**src/rtl/bcd_updown_multidigit_counter.sv**
```systemverilog
// ---------------------------------------------------------------------------
// bcd_updown_multidigit_counter
//
// Multi-digit BCD up/down counter built from DIGITS cascaded decade stages.
// It supports a count enable, a synchronous parallel load that clamps
// non-BCD digits to 9, wrap-or-saturate at the limits, and a registered
// one-cycle terminal-count pulse.
//
// Parameters:
//   DIGITS   number of BCD digits (1..8); range 0 .. 10^DIGITS-1
//   WRAP     1 = wrap at the limits, 0 = saturate (hold at the limit)
//
// Ports:
//   clk       in   rising-edge clock
//   reset     in   synchronous active-high reset
//   en        in   count enable, one step per cycle while high
//   sel       in   direction: 0 = up, 1 = down
//   load      in   synchronous parallel load strobe (beats en)
//   load_val  in   BCD load value, digit i at bits [4i+3:4i]
//   count     out  registered BCD count, digit 0 least significant
//   tc        out  registered terminal-count pulse (wrap or blocked step)
//   at_max    out  combinational, count is all 9s
//   at_min    out  combinational, count is all 0s
// ---------------------------------------------------------------------------
module bcd_updown_multidigit_counter #(
    parameter int DIGITS = 4,
    parameter bit WRAP   = 1'b1
) (
    input  logic                  clk,
    input  logic                  reset,
    input  logic                  en,
    input  logic                  sel,
    input  logic                  load,
    input  logic [4*DIGITS-1:0]   load_val,
    output logic [4*DIGITS-1:0]   count,
    output logic                  tc,
    output logic                  at_max,
    output logic                  at_min
);

    localparam logic [4*DIGITS-1:0] ALL_NINES = {DIGITS{4'h9}};

    logic [4*DIGITS-1:0] up_val;
    logic [4*DIGITS-1:0] down_val;
    logic [4*DIGITS-1:0] load_clamped;
    logic                carry;
    logic                borrow;
    logic [3:0]          digit;
    logic [3:0]          ld_digit;

    assign at_max = (count == ALL_NINES);
    assign at_min = (count == '0);

    // Carry and borrow ripple through the digits within one cycle. Each
    // stage steps only when every lower stage is at its limit.
    always_comb begin
        // NOTE: every variable gets a default first and is then updated with
        // blocking assignments, so carry/borrow flow stage to stage within
        // this pass and no latch can be inferred.
        up_val       = '0;
        down_val     = '0;
        load_clamped = '0;
        carry        = 1'b1;
        borrow       = 1'b1;
        digit        = '0;
        ld_digit     = '0;
        for (int i = 0; i < DIGITS; i++) begin
            digit = count[4*i +: 4];

            if (carry) begin
                up_val[4*i +: 4] = (digit >= 4'd9) ? 4'd0 : digit + 4'd1;
            end else begin
                up_val[4*i +: 4] = digit;
            end
            carry = carry && (digit >= 4'd9);

            if (borrow) begin
                down_val[4*i +: 4] = (digit == 4'd0) ? 4'd9 : digit - 4'd1;
            end else begin
                down_val[4*i +: 4] = digit;
            end
            borrow = borrow && (digit == 4'd0);

            // Out-of-range load digits are clamped so count stays pure BCD.
            ld_digit = load_val[4*i +: 4];
            load_clamped[4*i +: 4] = (ld_digit > 4'd9) ? 4'd9 : ld_digit;
        end
    end

    // Priority: reset > load > en. A step past a limit raises tc and either
    // wraps or holds, depending on WRAP.
    always_ff @(posedge clk) begin
        // NOTE: sequential state uses non-blocking assignments only, and the
        // reset here is sampled on the clock edge rather than asynchronously.
        if (reset) begin
            count <= '0;
            tc    <= 1'b0;
        end else if (load) begin
            count <= load_clamped;
            tc    <= 1'b0;
        end else if (en && !sel) begin
            if (at_max) begin
                tc <= 1'b1;
                if (WRAP) begin
                    count <= '0;
                end
            end else begin
                count <= up_val;
                tc    <= 1'b0;
            end
        end else if (en && sel) begin
            if (at_min) begin
                tc <= 1'b1;
                if (WRAP) begin
                    count <= ALL_NINES;
                end
            end else begin
                count <= down_val;
                tc    <= 1'b0;
            end
        end else begin
            tc <= 1'b0;
        end
    end

endmodule
```
**config.mk**
```make
export PLATFORM = sky130hd
export DESIGN_NAME = bcd_updown_multidigit_counter
export DESIGN_NICKNAME = d
export VERILOG_FILES = /design/src/rtl/bcd_updown_multidigit_counter.sv
export SDC_FILE = /design/constraint.sdc
export NUM_CORES = 1
export LEC_CHECK = 0
export BUFFER_PORTS_ARGS = -buffer_cell sky130_fd_sc_hd__buf_2
export CORE_ASPECT_RATIO = 1.5
export CORE_UTILIZATION = 45
export DETAILED_ROUTE_END_ITERATION = 6
export GPL_ROUTABILITY_DRIVEN = 0
export PLACE_DENSITY = 0.77
export REMOVE_ABC_BUFFERS = 1
export SLEW_MARGIN = 20
export SYNTH_ARGS = -nofsm -noshare
export SYNTH_HDL_FRONTEND = slang
export SYNTH_SLANG_ARGS = --single-unit
export TNS_END_PERCENT = 100
```
**constraint.sdc**
```tcl
create_clock -name clk -period 3.1 [get_ports clk]
set_input_delay 0 -clock clk [delete_from_list [all_inputs] [get_ports clk]]
set_output_delay 0 -clock clk [all_outputs]
set_load 0.01 [all_outputs]
```
## Word-level counts from Yosys, hierarchy flattened

Index checks and enable logic that the tools add are counted.

- Bits of input ports: 21
- Flip-flop bits (word level): 17
- Output and inout port bits: 19

- Order comparisons: 8
- Equal/unequal tests: 4
- Mux-type cells: 27
- Add/subtract/negate cells: 8
- Reductions and logical operators: 20

Operators by type and width:

| operator | count |
|---|---|
| two-way mux 16 bit | 5 |
| two-way mux 4 bit | 18 |
| adder 4 x 1 -> 4 bit (second input constant) | 4 |
| == test 16 bit (second input constant) | 1 |
| >= comparator 4 bit (second input constant) | 4 |
| greater-than comparator 4 bit (second input constant) | 4 |
| zero test 16 bit | 1 |
| zero test 4 bit | 4 |
| subtractor 4 x 1 -> 4 bit (second input constant) | 4 |
| != test 4 bit (second input constant) | 3 |
| nonzero test 4 bit | 3 |
| AND reduction 3 bit | 3 |
| logical AND 1 bit | 6 |
| two-way mux 1 bit | 4 |
| nonzero test 3 bit | 1 |
| OR reduction 2 bit | 1 |
| zero test 1 bit | 1 |

## Depth between registers and ports, before layout

- Word-level depth: 8
- Depth in mapped cells: 8
- Gate-level depth less buffers: 7

## Worst setup path before layout

No wires, ideal clock.

- Kind: reg2reg
- From: register count[4]
- To: register count[11]
- Data required time: 2,977 ps
- Setup time: 123 ps
- Arrival: 1,886 ps
- Path slack: 1,091 ps
- Stages on the path, launching flop included: 8
- Path through: dfxtp_1 inv_1 ha_1 or3b_4 nand2_4 o41ai_4 o221a_1 o32ai_1

- Longest elaborated chain between the ends: 5

Ends and longest elaborated chain:

| item | RTL line | RTL |
|---|---|---|
| start, declared | 35 | `output logic [4*DIGITS-1:0] count,` |
| start signal, assigned | 99 | `count <= load_clamped;` |
| start signal, assigned | 108 | `count <= up_val;` |
| start signal, assigned | 118 | `count <= down_val;` |
| parallel branches: the longest is 5 deep, another holds >= comparator 4 bit | -- |  |

Several ways; the timed one is not identified. The select of a mux whose other input is x is not followed.
A chain may end at the register's enable or synchronous reset.

## Worst setup path after layout

Ends and elaborated chain as after synthesis.

==> impl_metrics.csv <==
group,metric,value,unit
worst_setup_path,worstPathRequired,3.25,ns
min_path,worst_hold_path.endpoint,"count[9]$_SDFFE_PP0P_",
global_routing,grt_pass1_wl,7.94,mm
worst_setup_path,cp_slowest_cell,"o41ai_4",
sta,drv_slew,0,
synth,synth_cells,239,
die,die_h,80.5,um
layout,diodes,0,
pwr,switchingPower,0.291,mW
place,dp_hpwl,3.67,mm
worst_setup_path,worstPathArrival,2.38,ns
die,dieWidth,54.3,um
sta,slew_headroom,0.600,
die,core_area,0.00392,mm2
synth,synth-seq-cells,17,
worst_setup_path,r2r_start,"count[4]$_SDFFE_PP0P_",
global_routing,grt_max_degree,35,
global_routing,grt_pass1_vias,1780,
pwr,ir_worst_vdd,0.274,mV
layout,fin_nets,306,
synth,synth_area_per_cell,7.73,um2
sta,fmax,449,MHz
layout,nFillCells,383,
synth,synth_edf_count,0,
worst_setup_path,startpoint_type,"register",
sta,min_period,2.23,ns
worst_setup_path,cp_max_fo,9,
synth,yosysSeqAreaShare,0.184,
run_status,outcome,"finished, final reports clean",
layout,area_growth,13.1,%
sta,rsz0062_at_grt,"false",
worst_setup_path,crit_family,"compound AO/OA/AOI/OAI gates",
min_path,hold_depth,4,
pwr,seq_power_share,0.369,
synth,yosysTopAreaCell,"dfxtp_1",
worst_setup_path,critical-path-max-stage-delay,0.60,ns
synth,post-synth-top-count-cell,"inv_1",
place,port_buffers,39,
detailed_routing,drt_iter0_drc,62,
synth,ys_top_cells_by_area,"dfxtp_1, ha_1, a21oi_1",
worst_setup_path,critical_path_buf_inv_count,1,
synth,async_flop_share,0,
sta,min_period_over_period,0.719,
worst_setup_path,ff2ff_setup_slack,0.87,ns
global_routing,gr-total-overflow,0,
detailed_routing,drtAntennaViolNets,0,
sta,tns,0,ns
pwr,leakage,0.880,nW
global_routing,antenna_found_initial,0,
layout,multi_input_area,0.00136,mm2
detailed_routing,routed_wl,4.90,mm
run,drv_cap,0,
sta,hold_viol,0,
synth,synthTopCellsByCount,"inv_1, dfxtp_1, nor2_1",
synth,yosys.area.top_type_share,0.184,
pwr,pwr-share-comb,0.391,
min_path,hold_path_class,"primary input to register",
worst_setup_path,rr_endpoint,"count[11]$_SDFFE_PP0P_",
worst_setup_path,end_kind,"register",
clock_network,root_buffer,"clkbuf_8",
clock_network,htree_levels,1,
synth,syn_area,0.00185,mm2
die,die-area,0.00437,mm2
pwr,netSwitchingFraction,0.388,
pwr,powerDensity,359,mW/mm2
worst_setup_path,path_cells,"inv_1 -> ha_1 -> or3b_4 -> nand2_4 -> o41ai_4 -> o221a_1 -> o32ai_1",
detailed_routing,viasPerCell,6.18,
detailed_routing,drc,0,
synth,synth-main-ff-cell,"dfxtp_1",
clock_network,cts_resized,0,
sta,skew,0.00436,ns
layout,final_layout_size_suffix_gt1_frac,0.213,
sta,whs,0.0407,ns
worst_setup_path,reg2reg_depth,7,
detailed_routing,num_vias,1959,
sta,setup_viol,0,
die,io_pins,40,
layout,seqCellArea,340,um2
clock_network,cts_made_buffers,3,
detailed_routing,wl_per_cell,15.5,um
global_routing,grt_usage,0.241,
die,num_rows,28,
clock_network,max-clock-path-buffers,2,
pwr,clkPwrFrac,0.240,
pwr,p_int,0.459,mW
synth,yosysWarningCount,0,
clock_network,cts_tree,"done",
clock_network,clock_latency,0.26,ns
synth,yosysUniqueCellTypes,66,
clock_network,cts.sinks,17,
min_path,hold_path_startpoint,"load_val[11]",
detailed_routing,first_pass_iters,4,
die,start_util,0.471,
clock_network,clkTransAtPathRegs,0.08,ns
sta,worstMarginPinSlew,0.600,ns
worst_setup_path,crit_type,"register to register",
==> per-stage QoR <==
stage	area [um2]	power (mW)	worst slack (ns)	instances	util
after floorplan	1780	0.477	1.07	227	-
after global placement	2030	0.567	0.976	312	0.518
after detailed placement	2030	0.571	0.898	312	0.518
after CTS	2090	0.747	0.879	317	0.533
after global routing	2090	0.796	0.693	317	0.533
final	2090	0.751	0.871	317	0.533
==> sequential cells by signal, indices dropped and copies added, names as in the netlist <==
name / count
tc: 1
count: 16
==> layer usage <==
layer  up-vias  GRT usage  share of wire  wire length [um]
met1       911      0.299           0.40              1980
li1        964          -              -                 -
met2        70      0.398           0.51              2520
met3        14     0.0265          0.054               266
met4         0      0.113          0.028               139
met5         -          0              0                 0
==> layout by cell type, fill, tap and decap left out, types with 8 or more instances in the layout <==
cell	netlist	layout
a211oi_1	9	9
a21oi_1	15	15
buf_2	5	39
dfxtp_1	17	17
ha_1	12	12
inv_1	18	18
nand2_1	13	13
nor2_1	16	16
nor2b_1	8	8
o21ai_0	9	9
==> worst max path at each step <==
stage,startpoint,endpoint,slack [ns],cells after the start
floorplan,count[4]$_SDFFE_PP0P_,count[11]$_SDFFE_PP0P_,1.07,7
global placement,count[4]$_SDFFE_PP0P_,count[11]$_SDFFE_PP0P_,0.98,7
detailed placement,count[4]$_SDFFE_PP0P_,count[11]$_SDFFE_PP0P_,0.90,7
CTS,count[4]$_SDFFE_PP0P_,count[11]$_SDFFE_PP0P_,0.88,7
global route,count[0]$_SDFFE_PP0P_,count[1]$_SDFFE_PP0P_,0.69,7
finish,count[4]$_SDFFE_PP0P_,count[11]$_SDFFE_PP0P_,0.87,7
==> power groups by stage <==
stage	Sequential (mW)	Combinational [mW]	Clock [mW]
3_5_place_dp	0.281	0.291	0
4_1_cts	0.276	0.293	0.178
6_report	0.277	0.294	0.180
2_1_floorplan	0.281	0.196	0
5_1_grt	0.282	0.323	0.191
3_3_place_gp	0.280	0.287	0
==> repair_timing <==
item	in CTS	in global routing
hold buffers	1	0
hold endpoints to repair	1	0
buffers inserted	0	0
==> tightest hold or removal path: stages <==
cell and delay [ns]:
buf_2 0.09, nor2b_1 0.06, nand2_1 0.06, a211oi_1 0.05
==> cells by family after synthesis <==
logic type	count (synthesis)	synth area share
buffers and inverters	31	0.0772
AO/OA/AOI/OAI	90	0.348
multiplexers	5	0.0271
adder cells (fa/ha/maj)	12	0.0813
XOR/XNOR	1	0.00474
AND/OR/NAND/NOR	83	0.277
flip-flops	17	0.184
==> cell type report <==
cell class | count | share of cell area
inverters | 19 | 0.0341
clock buffers | 4 | 0.0216
multi-input cells | 191 | 0.653
well taps | 45 | 0.0269
flip-flops and latches | 17 | 0.163
repair buffers | 41 | 0.102
(Power assumes the default switching activity.)
